## src/rtl/uart_rx_pkg.sv

```systemverilog
// uart_rx_pkg: types and defaults shared by the UART receive controller.
//   rx_state_t      receive FSM state encoding (ST_PARITY only with UART_RX_PARITY_EN)
//   DATA_BITS_DEF   default data bits per frame
//   SYNC_STAGES_DEF default rx synchronizer depth
//   cnt_width()     bit-counter width able to hold 0..data_bits
package uart_rx_pkg;

  localparam int DATA_BITS_DEF   = 8;
  localparam int SYNC_STAGES_DEF = 2;

  typedef enum logic [2:0] {
    ST_IDLE,
    ST_START,
    ST_DATA,
`ifdef UART_RX_PARITY_EN
    ST_PARITY,
`endif
    ST_STOP,
    ST_BREAK
  } rx_state_t;

  function automatic int cnt_width(input int data_bits);
    return $clog2(data_bits + 1);
  endfunction

endpackage

```

## src/rtl/uart_rx_ctrl_sync.sv

```systemverilog
// rx_sync: multi-flop synchronizer for the asynchronous rx pin.
// Resets to 1 so a reset never looks like a start bit.
//   clk    system clock
//   rstn   asynchronous active-low reset
//   d_i    asynchronous input
//   q_o    synchronized output, STAGES clocks behind d_i
module rx_sync #(
  parameter int STAGES = 2
) (
  input  logic clk,
  input  logic rstn,
  input  logic d_i,
  output logic q_o
);

  logic [STAGES-1:0] sync_q;

  always_ff @(posedge clk or negedge rstn) begin
    if (!rstn) sync_q <= '1;
    else       sync_q <= {sync_q[STAGES-2:0], d_i};
  end

  assign q_o = sync_q[STAGES-1];

endmodule

```

## src/rtl/uart_rx_ctrl.sv

```systemverilog
// uart_rx_ctrl: UART receive controller. Detects start bits, runs the external
// mid-bit baud generator through baud_ena, samples rx on each baud_tick and
// hands finished bytes to the consumer through a valid/ready holding register.
// Optional parity checking is compiled in with UART_RX_PARITY_EN.
//   clk         system clock
//   rstn        asynchronous active-low reset
//   rx          raw serial input, idle high
//   baud_tick   mid-bit pulse from the baud generator
//   baud_ena    run enable to the baud generator
//   dout        received byte
//   dout_valid  dout holds an unconsumed byte
//   dout_ready  consumer accepts dout
//   frame_err   pulse: stop bit sampled low
//   parity_err  pulse: parity mismatch (0 without UART_RX_PARITY_EN)
//   overrun     pulse: completed byte dropped, holding register full
//   busy        FSM not in IDLE
//
// state     | meaning
// ----------+--------------------------------------------------
// ST_IDLE   | line idle, waiting for rx_s low
// ST_START  | confirming the start bit at its mid-point
// ST_DATA   | shifting in DATA_BITS data bits, LSB first
// ST_PARITY | sampling the parity bit (UART_RX_PARITY_EN only)
// ST_STOP   | sampling the stop bit, delivering or flagging
// ST_BREAK  | stop bit was low; wait for the line to go high
module uart_rx_ctrl
  import uart_rx_pkg::*;
#(
  parameter int DATA_BITS   = DATA_BITS_DEF,
  parameter int SYNC_STAGES = SYNC_STAGES_DEF,
  parameter bit PARITY_ODD  = 1'b0
) (
  input  logic                 clk,
  input  logic                 rstn,
  input  logic                 rx,
  input  logic                 baud_tick,
  output logic                 baud_ena,
  output logic [DATA_BITS-1:0] dout,
  output logic                 dout_valid,
  input  logic                 dout_ready,
  output logic                 frame_err,
  output logic                 parity_err,
  output logic                 overrun,
  output logic                 busy
);

  localparam int CW = cnt_width(DATA_BITS);

  rx_state_t            state_q, state_d;
  logic [CW-1:0]        cnt_q, cnt_d;
  logic [DATA_BITS-1:0] shift_q, shift_d;
  logic [DATA_BITS-1:0] dout_q, dout_d;
  logic                 dout_valid_q, dout_valid_d;
  logic                 baud_ena_q, baud_ena_d;
  logic                 frame_err_q, frame_err_d;
  logic                 overrun_q, overrun_d;
  logic                 rx_s, tick, deliver;

  rx_sync #(.STAGES(SYNC_STAGES)) u_sync (
    .clk  (clk),
    .rstn (rstn),
    .d_i  (rx),
    .q_o  (rx_s)
  );

  // Ticks arriving while the generator is held in reload are stale.
  assign tick = baud_tick & baud_ena_q;

`ifdef UART_RX_PARITY_EN
  logic par_bad_q, par_bad_d;
  logic parity_err_q, parity_err_d;
`else
  // Parity sense has no effect when parity support is not built.
  localparam bit unused_parity_odd = PARITY_ODD;
`endif

  always_comb begin
    state_d      = state_q;
    cnt_d        = cnt_q;
    shift_d      = shift_q;
    deliver      = 1'b0;
    frame_err_d  = 1'b0;
`ifdef UART_RX_PARITY_EN
    par_bad_d    = par_bad_q;
    parity_err_d = 1'b0;
`endif
    case (state_q)
      ST_IDLE: begin
        if (!rx_s) state_d = ST_START;
      end
      ST_START: begin
        if (tick) begin
          if (rx_s) begin
            state_d = ST_IDLE;
          end else begin
            cnt_d   = '0;
            state_d = ST_DATA;
`ifdef UART_RX_PARITY_EN
            par_bad_d = 1'b0;
`endif
          end
        end
      end
      ST_DATA: begin
        if (tick) begin
          shift_d = {rx_s, shift_q[DATA_BITS-1:1]};
          cnt_d   = cnt_q + CW'(1);
          if (cnt_q == CW'(DATA_BITS - 1)) begin
`ifdef UART_RX_PARITY_EN
            state_d = ST_PARITY;
`else
            state_d = ST_STOP;
`endif
          end
        end
      end
`ifdef UART_RX_PARITY_EN
      ST_PARITY: begin
        if (tick) begin
          par_bad_d = rx_s ^ (^shift_q) ^ PARITY_ODD;
          state_d   = ST_STOP;
        end
      end
`endif
      ST_STOP: begin
        if (tick) begin
          if (rx_s) begin
`ifdef UART_RX_PARITY_EN
            parity_err_d = par_bad_q;
            deliver      = !par_bad_q;
`else
            deliver      = 1'b1;
`endif
            state_d = ST_IDLE;
          end else begin
            frame_err_d = 1'b1;
`ifdef UART_RX_PARITY_EN
            parity_err_d = par_bad_q;
`endif
            state_d = ST_BREAK;
          end
        end
      end
      ST_BREAK: begin
        if (rx_s) state_d = ST_IDLE;
      end
      default: state_d = ST_IDLE;
    endcase

    baud_ena_d = (state_d != ST_IDLE) && (state_d != ST_BREAK);

    // A consume and a new load in the same cycle keep dout_valid high.
    dout_d       = dout_q;
    dout_valid_d = dout_valid_q;
    overrun_d    = 1'b0;
    if (dout_valid_q && dout_ready) dout_valid_d = 1'b0;
    if (deliver) begin
      if (!dout_valid_q || dout_ready) begin
        dout_d       = shift_q;
        dout_valid_d = 1'b1;
      end else begin
        overrun_d = 1'b1;
      end
    end
  end

  always_ff @(posedge clk or negedge rstn) begin
    if (!rstn) begin
      state_q      <= ST_IDLE;
      cnt_q        <= '0;
      shift_q      <= '0;
      dout_q       <= '0;
      dout_valid_q <= 1'b0;
      baud_ena_q   <= 1'b0;
      frame_err_q  <= 1'b0;
      overrun_q    <= 1'b0;
`ifdef UART_RX_PARITY_EN
      par_bad_q    <= 1'b0;
      parity_err_q <= 1'b0;
`endif
    end else begin
      state_q      <= state_d;
      cnt_q        <= cnt_d;
      shift_q      <= shift_d;
      dout_q       <= dout_d;
      dout_valid_q <= dout_valid_d;
      baud_ena_q   <= baud_ena_d;
      frame_err_q  <= frame_err_d;
      overrun_q    <= overrun_d;
`ifdef UART_RX_PARITY_EN
      par_bad_q    <= par_bad_d;
      parity_err_q <= parity_err_d;
`endif
    end
  end

  assign baud_ena   = baud_ena_q;
  assign dout       = dout_q;
  assign dout_valid = dout_valid_q;
  assign frame_err  = frame_err_q;
  assign overrun    = overrun_q;
  assign busy       = (state_q != ST_IDLE);
`ifdef UART_RX_PARITY_EN
  assign parity_err = parity_err_q;
`else
  assign parity_err = 1'b0;
`endif

endmodule

```

## config.mk

```make
export PLATFORM = sky130hd
export DESIGN_NAME = uart_rx_ctrl
export DESIGN_NICKNAME = d
export VERILOG_FILES = /design/src/rtl/uart_rx_pkg.sv /design/src/rtl/uart_rx_ctrl_sync.sv /design/src/rtl/uart_rx_ctrl.sv
export SDC_FILE = /design/constraint.sdc
export NUM_CORES = 1
export LEC_CHECK = 0
export ABC_AREA = 1
export BUFFER_PORTS_ARGS = -buffer_cell sky130_fd_sc_hd__buf_4
export CAP_MARGIN = 30
export CORE_MARGIN = 2
export CORE_UTILIZATION = 55
export DETAILED_ROUTE_END_ITERATION = 6
export PLACE_DENSITY_LB_ADDON = 0.1
export SYNTH_ARGS = -nofsm -noshare
export SYNTH_HDL_FRONTEND = slang
export SYNTH_HIERARCHICAL = 1
export SYNTH_SLANG_ARGS = --single-unit
```

## constraint.sdc

```tcl
create_clock -name clk -period 3 [get_ports clk]
set_input_delay 0.9 -clock clk [delete_from_list [all_inputs] [get_ports clk]]
set_output_delay 0.9 -clock clk [all_outputs]
set_load 0.01 [all_outputs]
```

==> impl_metrics.csv <==
group,metric,value,unit
status,outcome,"finished clean",
cts,cts.sinks,29,
placed_design,port_buffers,17,
worst_setup_path,cp_max_fo,6,
floorplan,num_rows,17,
synthesis,synth-async-reset-ratio,100,%
final_layout,fin_nets,175,
worst_setup_path,startpoint_type,"register",
floorplan,coreArea,2190,sq um
sta,final_max_slew_viol_count,0,
final_layout,regArea,728,sq um
sta,fmax,0.483,GHz
final_layout,antennaDiodeCount,0,
synthesis,synth_warnings,6,
final_layout,multi_input_area,455,sq um
placed_design,place_congestion,0.903,
sta,setup-tns-final,0,ps
global_routing,grt_usage,21.2,%
synthesis,yosysSeqAreaShare,57.5,%
synthesis,synth_cell_type_count,19,
worst_setup_path,cp.required,2100,ps
cts,clockBufferDepth,2,
final_layout,drive_gt1_share,20.0,%
route,wl,2.15,mm
sta,fin_skew,5.28,ps
power_and_ir_drop,power.density,853,nW/um^2
job,drv_cap,0,
synthesis,synth_seq_cells,29,
cts,tritoncts,"built",
cts,cts_resized,0,
route,drt-vias-per-instance,5.09,
final_layout,area_delta_synth_final,15.4,%
floorplan,ios,19,
worst_setup_path,cp_data_arrival_time,1170,ps
cts,cts_root_buf,"clkbuf_4",
worst_setup_path,path_class,"register to output port",
sta,setup-violations-final,0,
synthesis,netlist_area,1270,sq um
floorplan,fp.dieH,52.0,um
synthesis,syn_inst,148,
placed_design,dpl-instance-area,1410,sq um
floorplan,die_area,2700,sq um
worst_setup_path,cp_slowest_cell,"dfrtp_1",
sta,tightest_slew,554,ps
final_layout,num-fill-cells,191,
synthesis,ys.flop_type,"dfrtp_1",
global_routing,grt_pass1_vias,927,
cts,cts_setup_buffers,0,
route,drc,0,
route,drt_iter0_drc,19,
cts,cts-htree-levels,2,
worst_setup_path,worstSetupEndpointType,"output port",
cts,clk_latency,330,ps
power_and_ir_drop,ir_worst_vdd,0.647,mV
sta,max_slew_margin,63.0,%
synthesis,synth_top_area_share,53.4,%
global_routing,grt_pass1_wl,4.01,mm
floorplan,die_w,52.0,um
cts,path_clk_slew,80,ps
sta,min_period_over_period,69.0,%
synthesis,synth_edf_count,0,
synthesis,synth_nets,154,
cts,ctsHoldBuffers,0,
synthesis,syn-mean-instance-area,8.56,sq um
worst_setup_path,r2r_cells,6,
cts,cts_buffers,5,
synthesis,yosys.area.top_type,"dfrtp_1",
sta,rsz0062_at_grt,"no",
synthesis,synth_area_leaders,"dfrtp_1, nand2_1, nand3_1",
min_path,hold_path_depth,0,
global_routing,grt_max_degree,30,
route,wl_per_cell,10.9,um
final_layout,fin_area,1460,sq um
power_and_ir_drop,p_leak,0.835,nW
route,firstDrtPassIters,4,
route,ant_nets,0,
global_routing,overflow,0,
worst_setup_path,r2r-start,"baud_ena",
sta,min_period,2070,ps
floorplan,start_util,57.8,%
worst_setup_path,max_stage_delay,460,ps
worst_setup_path,rrSetupSlack,1460,ps
min_path,worstHoldEndpoint,"u_sync/sync_q[1]",
worst_setup_path,r2r-end,"cnt_q[3]",
min_path,hp-start,"u_sync/sync_q[0]",
sta,final_hold_viol_count,0,
worst_setup_path,path_cells,"nor2_1, nand2_1, buf_4",
min_path,hold_class,"register to register",
route,vias,1007,
global_routing,antenna_found_initial,0,
placed_design,post-dp-hpwl,1.52,mm
## metrics by stage
step,utilization (%),worst slack [ps],instances,total power [W],hold WS (ps)
3_3_place_gp,64.4,978,190,0.00102,346
4_1_cts,66.7,932,198,0.00126,362
6_report,66.7,929,198,0.00125,360
3_5_place_dp,64.4,885,190,0.00103,349
2_1_floorplan,-,1350,148,0.000891,345
5_1_grt,66.7,873,198,0.00137,368
## where the power goes
group / internal [W] / leakage, nW / switching, W / total, W
clock: 0.0000890 / 0.0320 / 0.000133 / 0.000222
combinational: 0.000166 / 0.428 / 0.000247 / 0.000412
sequential: 0.000514 / 0.375 / 0.0000974 / 0.000611
## flip-flops by register name, summed over array words and instances, names as in the netlist
name and flops:
dout_valid 1, u_sync/sync_q 2, shift_q 8, baud_ena 1, overrun 1, cnt_q 4, dout 8, frame_err 1
state_q 3
## layer usage
| metal | track usage (%) | share of wire, % | vias up | wire length [um] |
|---|---|---|---|---|
| li1 | - | - | 503 | - |
| met3 | 9.77 | 6.4 | 8 | 138 |
| met1 | 24.8 | 45 | 468 | 969 |
| met2 | 32.9 | 46 | 28 | 985 |
| met4 | 9.65 | 2.6 | 0 | 55 |
| met5 | 0 | 0 | - | 0 |
## cell families (layout without fill, tap and decap cells)
kind of cell / Yosys count / after routing / synth area share [%]
flip-flops: 29 / 29 / 57.5
AND/OR/NAND/NOR: 93 / 93 / 32.8
adder cells (fa/ha/maj): 1 / 1 / 0.988
buffers and inverters: 20 / 42 / 6.52
other: 1 / 1 / 0.296
AO/OA/AOI/OAI: 4 / 4 / 1.88
## cell usage after synthesis (2+ instances only)
master / number
buf_4: 2
inv_1: 16
nor2_1: 9
nand3_2: 2
nor2_4: 2
o21ai_0: 3
dfrtp_1: 27
dfstp_2: 2
nand4_1: 2
nand2_1: 57
nand3_1: 18
## placed cells by master (no fill, tap or decap)
cell      synthesis  final
buf_4             2     17
clkbuf_1          0      1
clkbuf_4          0      5
clkinv_2          0      2
conb_1            1      1
dfrtp_1          27     27
dfstp_2           2      2
ha_1              1      1
inv_1            16     16
inv_2             1      1
nand2_1          57     57
nand2_2           1      1
nand2_4           1      1
nand3_1          18     18
nand3_2           2      2
nand4_1           2      2
nor2_1            9      9
nor2_4            2      2
nor3_1            1      1
o21ai_0           3      3
o21ai_2           1      1
## how the worst max path moves through the flow
stage                           from  endpoint  cells after the start
after global placement     baud_tick  cnt_q[1]                      7
after CTS                 state_q[1]      busy                      3
after detailed placement   baud_tick  cnt_q[3]                      7
after global routing      state_q[1]      busy                      3
after floorplan            baud_tick   dout[0]                      7
final                     state_q[1]      busy                      3
## final cells by class
type / instances / share of cell area (%)
Clock inverter: 2 / 0.685
Sequential cell: 29 / 49.8
Multi-Input combinational cell: 99 / 31.2
Timing Repair Buffer: 17 / 8.73
Tap cell: 28 / 2.40
Clock buffer: 6 / 2.83
Inverter: 17 / 4.37
## critical path, delay by kind of cell (launching register included)
| family | cells | cell delay, ps |
|---|---|---|
| flip-flops | 1 | 460 |
| AND/OR/NAND/NOR | 2 | 240 |
| buffers and inverters | 1 | 150 |
(Power assumes the default switching activity.)
